==> config.mk <==
export PLATFORM = sky130hd
export DESIGN_NAME = operand_bit_feeder_flat
export DESIGN_NICKNAME = d
export VERILOG_FILES = /design/src/rtl/operand_feeder_pkg.sv /design/src/rtl/operand_bit_feeder_if.sv /design/src/rtl/operand_bit_feeder_bit_channel.sv /design/src/rtl/operand_bit_feeder.sv /design/src/flat_wrapper.sv
export SDC_FILE = /design/constraint.sdc
export NUM_CORES = 1
export LEC_CHECK = 0
export BUFFER_PORTS_ARGS = -buffer_cell sky130_fd_sc_hd__buf_2
export CORE_MARGIN = 3
export CORE_UTILIZATION = 45
export CTS_BUF_LIST = sky130_fd_sc_hd__clkbuf_4 sky130_fd_sc_hd__clkbuf_8
export CTS_CLUSTER_DIAMETER = 80
export DETAILED_ROUTE_END_ITERATION = 7
export PLACE_DENSITY_LB_ADDON = 0.15
export SKIP_LAST_GASP = 1
export SLEW_MARGIN = 15
export SYNTH_ARGS = -nofsm -noshare
export SYNTH_HDL_FRONTEND = slang
export SYNTH_SLANG_ARGS = --single-unit
export TNS_END_PERCENT = 50
==> constraint.sdc <==
create_clock -name clk -period 4 [get_ports clk]
set_input_delay 0.6 -clock clk [delete_from_list [all_inputs] [get_ports clk]]
set_output_delay 0.6 -clock clk [all_outputs]
set_load 0.02 [all_outputs]
==> src/rtl/operand_feeder_pkg.sv <==
`default_nettype none
// ============================================================================
// Module      : operand_feeder_pkg
// Description : Shared constants and FSM state encoding for the operand
//               bit feeder.
// Revision    : 1.0 - initial release
// ============================================================================
package operand_feeder_pkg;

    localparam int unsigned c_DEFAULT_WIDTH = 32;

    typedef enum logic [1:0] {
        IDLE = 2'b00,
        SEND = 2'b01,
        DONE = 2'b10
    } feeder_state_t;

endpackage
`default_nettype wire

==> src/rtl/operand_bit_feeder_if.sv <==
`default_nettype none
// ============================================================================
// Module      : operand_bit_feeder_if
// Description : Operand-pair input stream plus the two serial bit streams.
// Revision    : 1.0 - initial release
// ============================================================================
interface operand_bit_feeder_if
    import operand_feeder_pkg::*;
#(
    parameter int WIDTH = c_DEFAULT_WIDTH
) ();

    logic [2*WIDTH-1:0] s_op_tdata;
    logic               s_op_tvalid;
    logic               s_op_tready;

    logic               m_a_tdata;
    logic               m_a_tvalid;
    logic               m_a_tready;
    logic               m_a_tlast;

    logic               m_b_tdata;
    logic               m_b_tvalid;
    logic               m_b_tready;
    logic               m_b_tlast;

    logic               busy;

    modport slave (
        input  s_op_tdata, s_op_tvalid, m_a_tready, m_b_tready,
        output s_op_tready, m_a_tdata, m_a_tvalid, m_a_tlast,
               m_b_tdata, m_b_tvalid, m_b_tlast, busy
    );

    modport master (
        output s_op_tdata, s_op_tvalid, m_a_tready, m_b_tready,
        input  s_op_tready, m_a_tdata, m_a_tvalid, m_a_tlast,
               m_b_tdata, m_b_tvalid, m_b_tlast, busy
    );

endinterface
`default_nettype wire

==> src/rtl/operand_bit_feeder_bit_channel.sv <==
`default_nettype none
// ============================================================================
// Module      : bit_channel
// Description : LSB-first serialiser for one operand with its own beat
//               counter and valid/last handshake.
// Revision    : 1.0 - initial release
// ============================================================================
module bit_channel
    import operand_feeder_pkg::*;
#(
    parameter int WIDTH = c_DEFAULT_WIDTH
) (
    input  wire logic             clk,
    input  wire logic             arst,
    input  wire logic             i_load,
    input  wire logic [WIDTH-1:0] i_data,
    input  wire logic             i_tready,
    output logic                  o_tdata,
    output logic                  o_tvalid,
    output logic                  o_tlast,
    output logic                  o_finished
);

    localparam int                 c_CNT_W = $clog2(WIDTH);
    localparam logic [c_CNT_W-1:0] c_LAST  = c_CNT_W'(WIDTH - 1);

    logic [WIDTH-1:0]   r_shift;
    logic [c_CNT_W-1:0] r_cnt;
    logic               r_valid;
    logic               r_done;
    logic               w_beat;
    logic               w_last;

    assign w_last = (r_cnt == c_LAST);
    assign w_beat = r_valid && i_tready;

    always_ff @(posedge clk or posedge arst) begin
        if (arst) begin
            r_shift <= '0;
            r_cnt   <= '0;
            r_valid <= 1'b0;
            r_done  <= 1'b0;
        end else if (i_load) begin
            r_shift <= i_data;
            r_cnt   <= '0;
            r_valid <= 1'b1;
            r_done  <= 1'b0;
        end else if (w_beat) begin
            r_shift <= {1'b0, r_shift[WIDTH-1:1]};
            // Counter parks on the last index rather than wrapping.
            if (w_last) begin
                r_valid <= 1'b0;
                r_done  <= 1'b1;
            end else begin
                r_cnt <= r_cnt + c_CNT_W'(1);
            end
        end
    end

    assign o_tdata    = r_shift[0];
    assign o_tvalid   = r_valid;
    assign o_tlast    = r_valid && w_last;
    // Includes the finishing beat itself so the FSM can leave SEND on that edge.
    assign o_finished = r_done || (w_beat && w_last);

endmodule
`default_nettype wire

==> src/rtl/operand_bit_feeder.sv <==
`default_nettype none
// ============================================================================
// Module      : operand_bit_feeder
// Description : Accepts an operand pair and streams A and B bit-serially on
//               two independent channels toward a half-adder stage.
// Revision    : 1.0 - initial release
// ============================================================================
module operand_bit_feeder
    import operand_feeder_pkg::*;
#(
    parameter int WIDTH = c_DEFAULT_WIDTH
) (
    input  wire logic            clk,
    input  wire logic            arst,
    operand_bit_feeder_if.slave  op_if
);

    feeder_state_t r_state;
    feeder_state_t w_state_next;
    logic          r_ready_en;
    logic          w_accept;
    logic          w_a_fin;
    logic          w_b_fin;

    // Keeps s_op_tready low until the first edge after reset release.
    always_ff @(posedge clk or posedge arst) begin
        if (arst) begin
            r_state    <= IDLE;
            r_ready_en <= 1'b0;
        end else begin
            r_state    <= w_state_next;
            r_ready_en <= 1'b1;
        end
    end

    always_comb begin
        w_state_next = r_state;
        case (r_state)
            IDLE:    if (w_accept) w_state_next = SEND;
            SEND:    if (w_a_fin && w_b_fin) w_state_next = DONE;
            DONE:    w_state_next = IDLE;
            default: w_state_next = IDLE;
        endcase
    end

    assign op_if.s_op_tready = r_ready_en && (r_state == IDLE);
    assign w_accept          = op_if.s_op_tvalid && op_if.s_op_tready;
    assign op_if.busy        = (r_state != IDLE);

    bit_channel #(.WIDTH(WIDTH)) u_chan_a (
        .clk        (clk),
        .arst       (arst),
        .i_load     (w_accept),
        .i_data     (op_if.s_op_tdata[WIDTH-1:0]),
        .i_tready   (op_if.m_a_tready),
        .o_tdata    (op_if.m_a_tdata),
        .o_tvalid   (op_if.m_a_tvalid),
        .o_tlast    (op_if.m_a_tlast),
        .o_finished (w_a_fin)
    );

    bit_channel #(.WIDTH(WIDTH)) u_chan_b (
        .clk        (clk),
        .arst       (arst),
        .i_load     (w_accept),
        .i_data     (op_if.s_op_tdata[2*WIDTH-1:WIDTH]),
        .i_tready   (op_if.m_b_tready),
        .o_tdata    (op_if.m_b_tdata),
        .o_tvalid   (op_if.m_b_tvalid),
        .o_tlast    (op_if.m_b_tlast),
        .o_finished (w_b_fin)
    );

endmodule
`default_nettype wire

==> src/flat_wrapper.sv <==
// flat-port wrapper written by rule: the top's interface ports become plain ports
module operand_bit_feeder_flat import operand_feeder_pkg::*;
#(
    parameter int WIDTH = c_DEFAULT_WIDTH
)
  (clk, arst, op_if_s_op_tdata, op_if_s_op_tvalid, op_if_m_a_tready, op_if_m_b_tready, op_if_s_op_tready, op_if_m_a_tdata, op_if_m_a_tvalid, op_if_m_a_tlast, op_if_m_b_tdata, op_if_m_b_tvalid, op_if_m_b_tlast, op_if_busy);
  operand_bit_feeder_if #(.WIDTH(WIDTH)) op_if_i ();
  input  wire logic clk;
  input  wire logic arst;
  input wire logic [$bits(op_if_i.s_op_tdata)-1:0] op_if_s_op_tdata;
  input wire logic [$bits(op_if_i.s_op_tvalid)-1:0] op_if_s_op_tvalid;
  input wire logic [$bits(op_if_i.m_a_tready)-1:0] op_if_m_a_tready;
  input wire logic [$bits(op_if_i.m_b_tready)-1:0] op_if_m_b_tready;
  output wire logic [$bits(op_if_i.s_op_tready)-1:0] op_if_s_op_tready;
  output wire logic [$bits(op_if_i.m_a_tdata)-1:0] op_if_m_a_tdata;
  output wire logic [$bits(op_if_i.m_a_tvalid)-1:0] op_if_m_a_tvalid;
  output wire logic [$bits(op_if_i.m_a_tlast)-1:0] op_if_m_a_tlast;
  output wire logic [$bits(op_if_i.m_b_tdata)-1:0] op_if_m_b_tdata;
  output wire logic [$bits(op_if_i.m_b_tvalid)-1:0] op_if_m_b_tvalid;
  output wire logic [$bits(op_if_i.m_b_tlast)-1:0] op_if_m_b_tlast;
  output wire logic [$bits(op_if_i.busy)-1:0] op_if_busy;
  assign op_if_i.s_op_tdata = op_if_s_op_tdata;
  assign op_if_i.s_op_tvalid = op_if_s_op_tvalid;
  assign op_if_i.m_a_tready = op_if_m_a_tready;
  assign op_if_i.m_b_tready = op_if_m_b_tready;
  assign op_if_s_op_tready = op_if_i.s_op_tready;
  assign op_if_m_a_tdata = op_if_i.m_a_tdata;
  assign op_if_m_a_tvalid = op_if_i.m_a_tvalid;
  assign op_if_m_a_tlast = op_if_i.m_a_tlast;
  assign op_if_m_b_tdata = op_if_i.m_b_tdata;
  assign op_if_m_b_tvalid = op_if_i.m_b_tvalid;
  assign op_if_m_b_tlast = op_if_i.m_b_tlast;
  assign op_if_busy = op_if_i.busy;
  operand_bit_feeder #(.WIDTH(WIDTH)) u_core (.clk(clk), .arst(arst), .op_if(op_if_i));
endmodule
# Word level (Yosys, flattened, before mapping)
# Index checks and enable logic that the tools add are counted.
totals:
  regBits: 81
  inputBits: 69
  wordCells: 66
op_classes:
  add_sub_neg: 2
  eq_ne: 7
  mux: 25
  reduce_logical: 22
op_table:
  columns: ["op", "n"]
  rows:
  - ["$mux 32", 4]
  - ["$mux 5", 6]
  - ["$mux 1", 12]
  - ["$add 5x1->5 const B", 2]
  - ["$eq 5x5->1 const B", 2]
  - ["$reduce_and 2->1", 5]
  - ["$reduce_bool 2->1", 5]
  - ["$logic_and 1x1->1", 9]
  - ["$mux 2", 2]
  - ["$ne 2x1->1 const B", 2]
  - ["$ne 2x2->1 const B", 2]
  - ["$pmux 2 s2", 1]
  - ["$eq 2x1->1 const B", 1]
  - ["$logic_not 2->1", 1]
  - ["$logic_or 1x1->1", 2]

# Longest topological paths before layout
logic_depth:
  word_depth: 6
  depth_mapped: 6
  ltp_nobuf: 6

# Hierarchy
# Synthesis repeated with hierarchy kept, for this count alone.
unflattened:
  cells_unflattened: 354
  hier_area_um2: 3759.9
modules_own_cells:
  columns: ["mod", "n_inst", "cells_per_inst", "area_each_um2"]
  rows:
  - ["bit_channel", 2, 170, 1813.0]
  - ["operand_bit_feeder", 1, 14, 133.9]

# Worst setup path after synthesis
# No wires, ideal clock.
synth_timing:
  kind: "flip-flop to output port"
  from: "register u_core.u_chan_a.r_cnt[0]"
  to: "output port op_if_m_a_tlast"
  arrival_ps: 1203
  required_time_ps: 3400
  path_slack_ps: 2197
  stages_incl_launch_ff: 5
  path_buffers: 0
  path_cell_list: "dfrtp_1 > ha_1 > and3_1 > ha_1 > and2_2"
synth_between:
  elab_chain_cells: 2
synth_rtl:
  columns: ["element", "line", "text"]
  rows:
  - ["start, declared", "operand_bit_feeder_bit_channel.sv:28", "logic [c_CNT_W-1:0] r_cnt;"]
  - ["start signal, assigned", "operand_bit_feeder_bit_channel.sv:55", "r_cnt <= r_cnt + c_CNT_W'(1);"]
  - ["$eq 5x5->1", "operand_bit_feeder_bit_channel.sv:34", "assign w_last = (r_cnt == c_LAST);"]
  - ["$logic_and 1x1->1", "operand_bit_feeder_bit_channel.sv:62", "assign o_tlast = r_valid && w_last;"]
  - ["end, declared", "flat_wrapper.sv:17", "output wire logic [$bits(op_if_i.m_a_tlast)-1:0] op_if_m_a_tlast;"]
# No other way between the ends.

# Final worst setup path
# Ends and elaborated chain as after synthesis.

==> summary.txt <==
Worst setup path
  • CP Capture Type: primary output
  • Worst R2R Path Depth: 6
  • Most common cell on crit path: ha_1
  • CP peak stage delay: 0.41 ns
  • Crit-path max FO: 5
  • Critical path class: register to primary output
  • Critical path cell sequence: ha_1 -> and3_1 -> ha_1 -> and2_2 -> buf_2
  • Worst Path Required: 3.40 ns
  • Arr. time, crit path: 1.78 ns
  • Critical-path top delay cell: dfrtp_1
  • Startpoint types: register

Global routing
  • Met2 usage: 24.20%
  • Largest net degree at the start of global routing: 56
  • Initial antenna violation count: 0
  • Overall Global Routing Usage: 15.84%
  • Total grt overflow: 0
  • GRT busiest layer: met2
  • Grt met1 use: 21.40%
  • First-pass GRT wire length: 12300 um
  • Vias in the first global route: 2646
  • Met3 track demand over resource: 5.384%

Clocking
  • H-tree Lvls: 3
  • Clk slew on worst S/H paths: 0.08 ns
  • Clock Path Buffers: 2
  • CTS Sinks: 81
  • Root Buffer: clkbuf_8
  • Setup bufs post-CTS: 0
  • Post_cts resized: 0
  • Clock Latency Late Sink: 0.35 ns
  • CTS Buf Count: 9
  • CTS tree: done
  • Cts hold-fix bufs: 0

STA
  • Clock skew: 0.01090 ns
  • Fmax: 0.4199 GHz
  • Worst Tran Pin Value: 0.9761 ns
  • Final hold vios: 0
  • RSZ-0062 raised after global routing: false
  • PnR worst setup slack: 1.619 ns
  • Minimum clock period: 2.381 ns
  • Final setup vio count: 0
  • Setup TNS: 0 ns
  • Final period util: 59.53%
  • Slew headroom: 34.70%
  • Pins Over Slew Limit: 0

Drt
  • Routed vias/inst: 4.996
  • Routed Wire Length: 7151 um
  • Post-route DRC: 0
  • Post-DRT Antenna Nets: 0
  • DR vias: 2638
  • DRT iter0 DRCs: 107
  • Routed len/inst: 13.54 um
  • DR pass1 iterations: 4

Placed design
  • IO buf count: 76
  • Hpwl dp: 4771 um
  • Gpl congestion: 0.7077
  • DP Worst Slack: 1.887 ns
  • Placement Cell Area: 0.004150 sq mm

Yosys
  • Sequential area share after synthesis: 53.80%
  • Synth Warn #: 0
  • Async set or reset register ratio after synthesis: 100.0%
  • EDFF count, synth: 0
  • Syn_nets: 426
  • Count of different cell masters after synthesis: 32
  • Syn Inst Count: 353
  • Register bit total from synthesis: 81
  • Cell area after synthesis: 0.003767 sq mm
  • Ys flop type: dfrtp_1
  • Syn_area_per_cell: 10.67 sq um

Layout
  • Net count, final: 494
  • Register area: 0.002027 sq mm
  • Fill cells: 745
  • Commonest non-fill, non-tap cells in the layout: dfrtp_1, buf_2, nand2_1
  • Layout cells sized above 1: 24.65%
  • Multi-input logic area: 0.001584 sq mm
  • Post-Layout Inst Area: 0.004384 sq mm
  • Synth-to-layout area growth: 16.37%
  • Ant diodes: 0
  • Most common cell after layout, fill and taps aside: dfrtp_1

Power
  • Power, Total: 1.554 mW
  • P_leak: 2.553 nW
  • Max IR drop VDD: 0.0001587 V
  • P per Cell Area: 354.4 mW/mm^2

Floorplan
  • Row count: 32
  • Die X: 97.50 um
  • Ports: 77
  • Total core area: 0.007928 sq mm
  • Die Area: 0.009506 sq mm
  • Die Span Y: 97.50 um
  • Starting density of the core: 47.52%

Flow run
  • Max-Cap Viols: 0

Worst hold path
  • Hold/Removal Path Class: primary input to async pin

Outcome
  • Outcome: completed
==> cells in the mapped netlist (all sizes together) (2+ instances only) <==
library cell   n  area [sq um]
dfrtp         81          2027
nand2         71         271.5
mux2i         66         660.6
o21ai         65         325.3
buf           17         131.4
nor2          12         45.04
clkbuf         5         21.27
nand3          5         25.02
ha             4         50.05
xor2           4         35.03
a21oi          2         13.76
a31oi          2         12.51
and2           2         13.77
and3           2         12.51
inv            2         7.510
nand3b         2         31.28
nand4b         2         17.52
or3            2         12.51
==> final timing paths <==
path	slack, ns	to	from
hold / removal	0.42	u_core.u_chan_a.r_shift[1]	arst
setup reg to reg	2.07	u_core.u_chan_b.r_cnt[3]	u_core.u_chan_b.r_cnt[0]
setup / recovery	1.62	op_if_m_a_tlast	u_core.u_chan_a.r_cnt[0]
min in group clk	0.44	u_core.u_chan_a.r_shift[31]	op_if_s_op_tdata[31]
max in group asynchronous	2.70	u_core.u_chan_b.r_cnt[2]	arst
hold reg to reg	0.51	u_core.u_chan_b.r_done	u_core.u_chan_b.r_done
==> registers in the layout (all words and copies together), names as in the netlist <==
name	cells
u_core.r_ready_en	1
u_core.u_chan_b.r_cnt	5
u_core.u_chan_a.r_done	1
u_core.r_state	2
u_core.u_chan_b.o_tvalid	1
u_core.u_chan_b.r_shift	32
u_core.u_chan_a.r_cnt	5
u_core.u_chan_a.o_tvalid	1
u_core.u_chan_a.r_shift	32
u_core.u_chan_b.r_done	1
==> area by class of cell <==
| class | instances | area share (%) |
|---|---|---|
| multi-input cells | 248 | 36.13 |
| inverters | 2 | 0.1998 |
| clock buffers | 12 | 3.624 |
| clock inverters | 4 | 1.712 |
| flip-flops and latches | 81 | 46.23 |
| well taps | 102 | 2.911 |
| repair buffers | 79 | 9.189 |
==> cell families after synthesis <==
logic type	share of synthesized area, %
AOI/OAI and AO/OA	9.565
xor gates and xnor gates	0.9298
adders and majority gates	1.329
buffers and inverters	4.251
DFF	53.80
muxes	17.54
other	0.09954
and+or+nand+nor	12.49
==> layer usage <==
metal | wire length (um) | vias up
met5 | 0 | -
met4 | 68 | 0
met3 | 426 | 6
met2 | 3204 | 61
met1 | 3452 | 1228
li1 | - | 1343
==> worst max-delay path: cells and delay by family, from the launching register on <==
kind / cells / cell delay [ns]
DFF: 1 / 0.41
and+or+nand+nor: 2 / 0.40
buffers and inverters: 1 / 0.16
adders and majority gates: 2 / 0.46
==> where the power goes <==
group / switching, mW / total, mW / internal (mW)
logic: 0.0284 / 0.0531 / 0.0247
clock network: 0.289 / 0.682 / 0.393
registers: 0.000407 / 0.819 / 0.819
total: 0.318 / 1.55 / 1.24
==> stage by stage <==
stage	cells	utilization (%)	hold WS (ns)
global route	528	55.30	0.4251
detailed placement	512	52.35	0.4785
global placement	512	52.35	0.4799
floorplan	353	-	0.4595
CTS	528	55.30	0.4203
finish	528	55.30	0.4152
No activity file was read; power rests on OpenSTA's default activity.
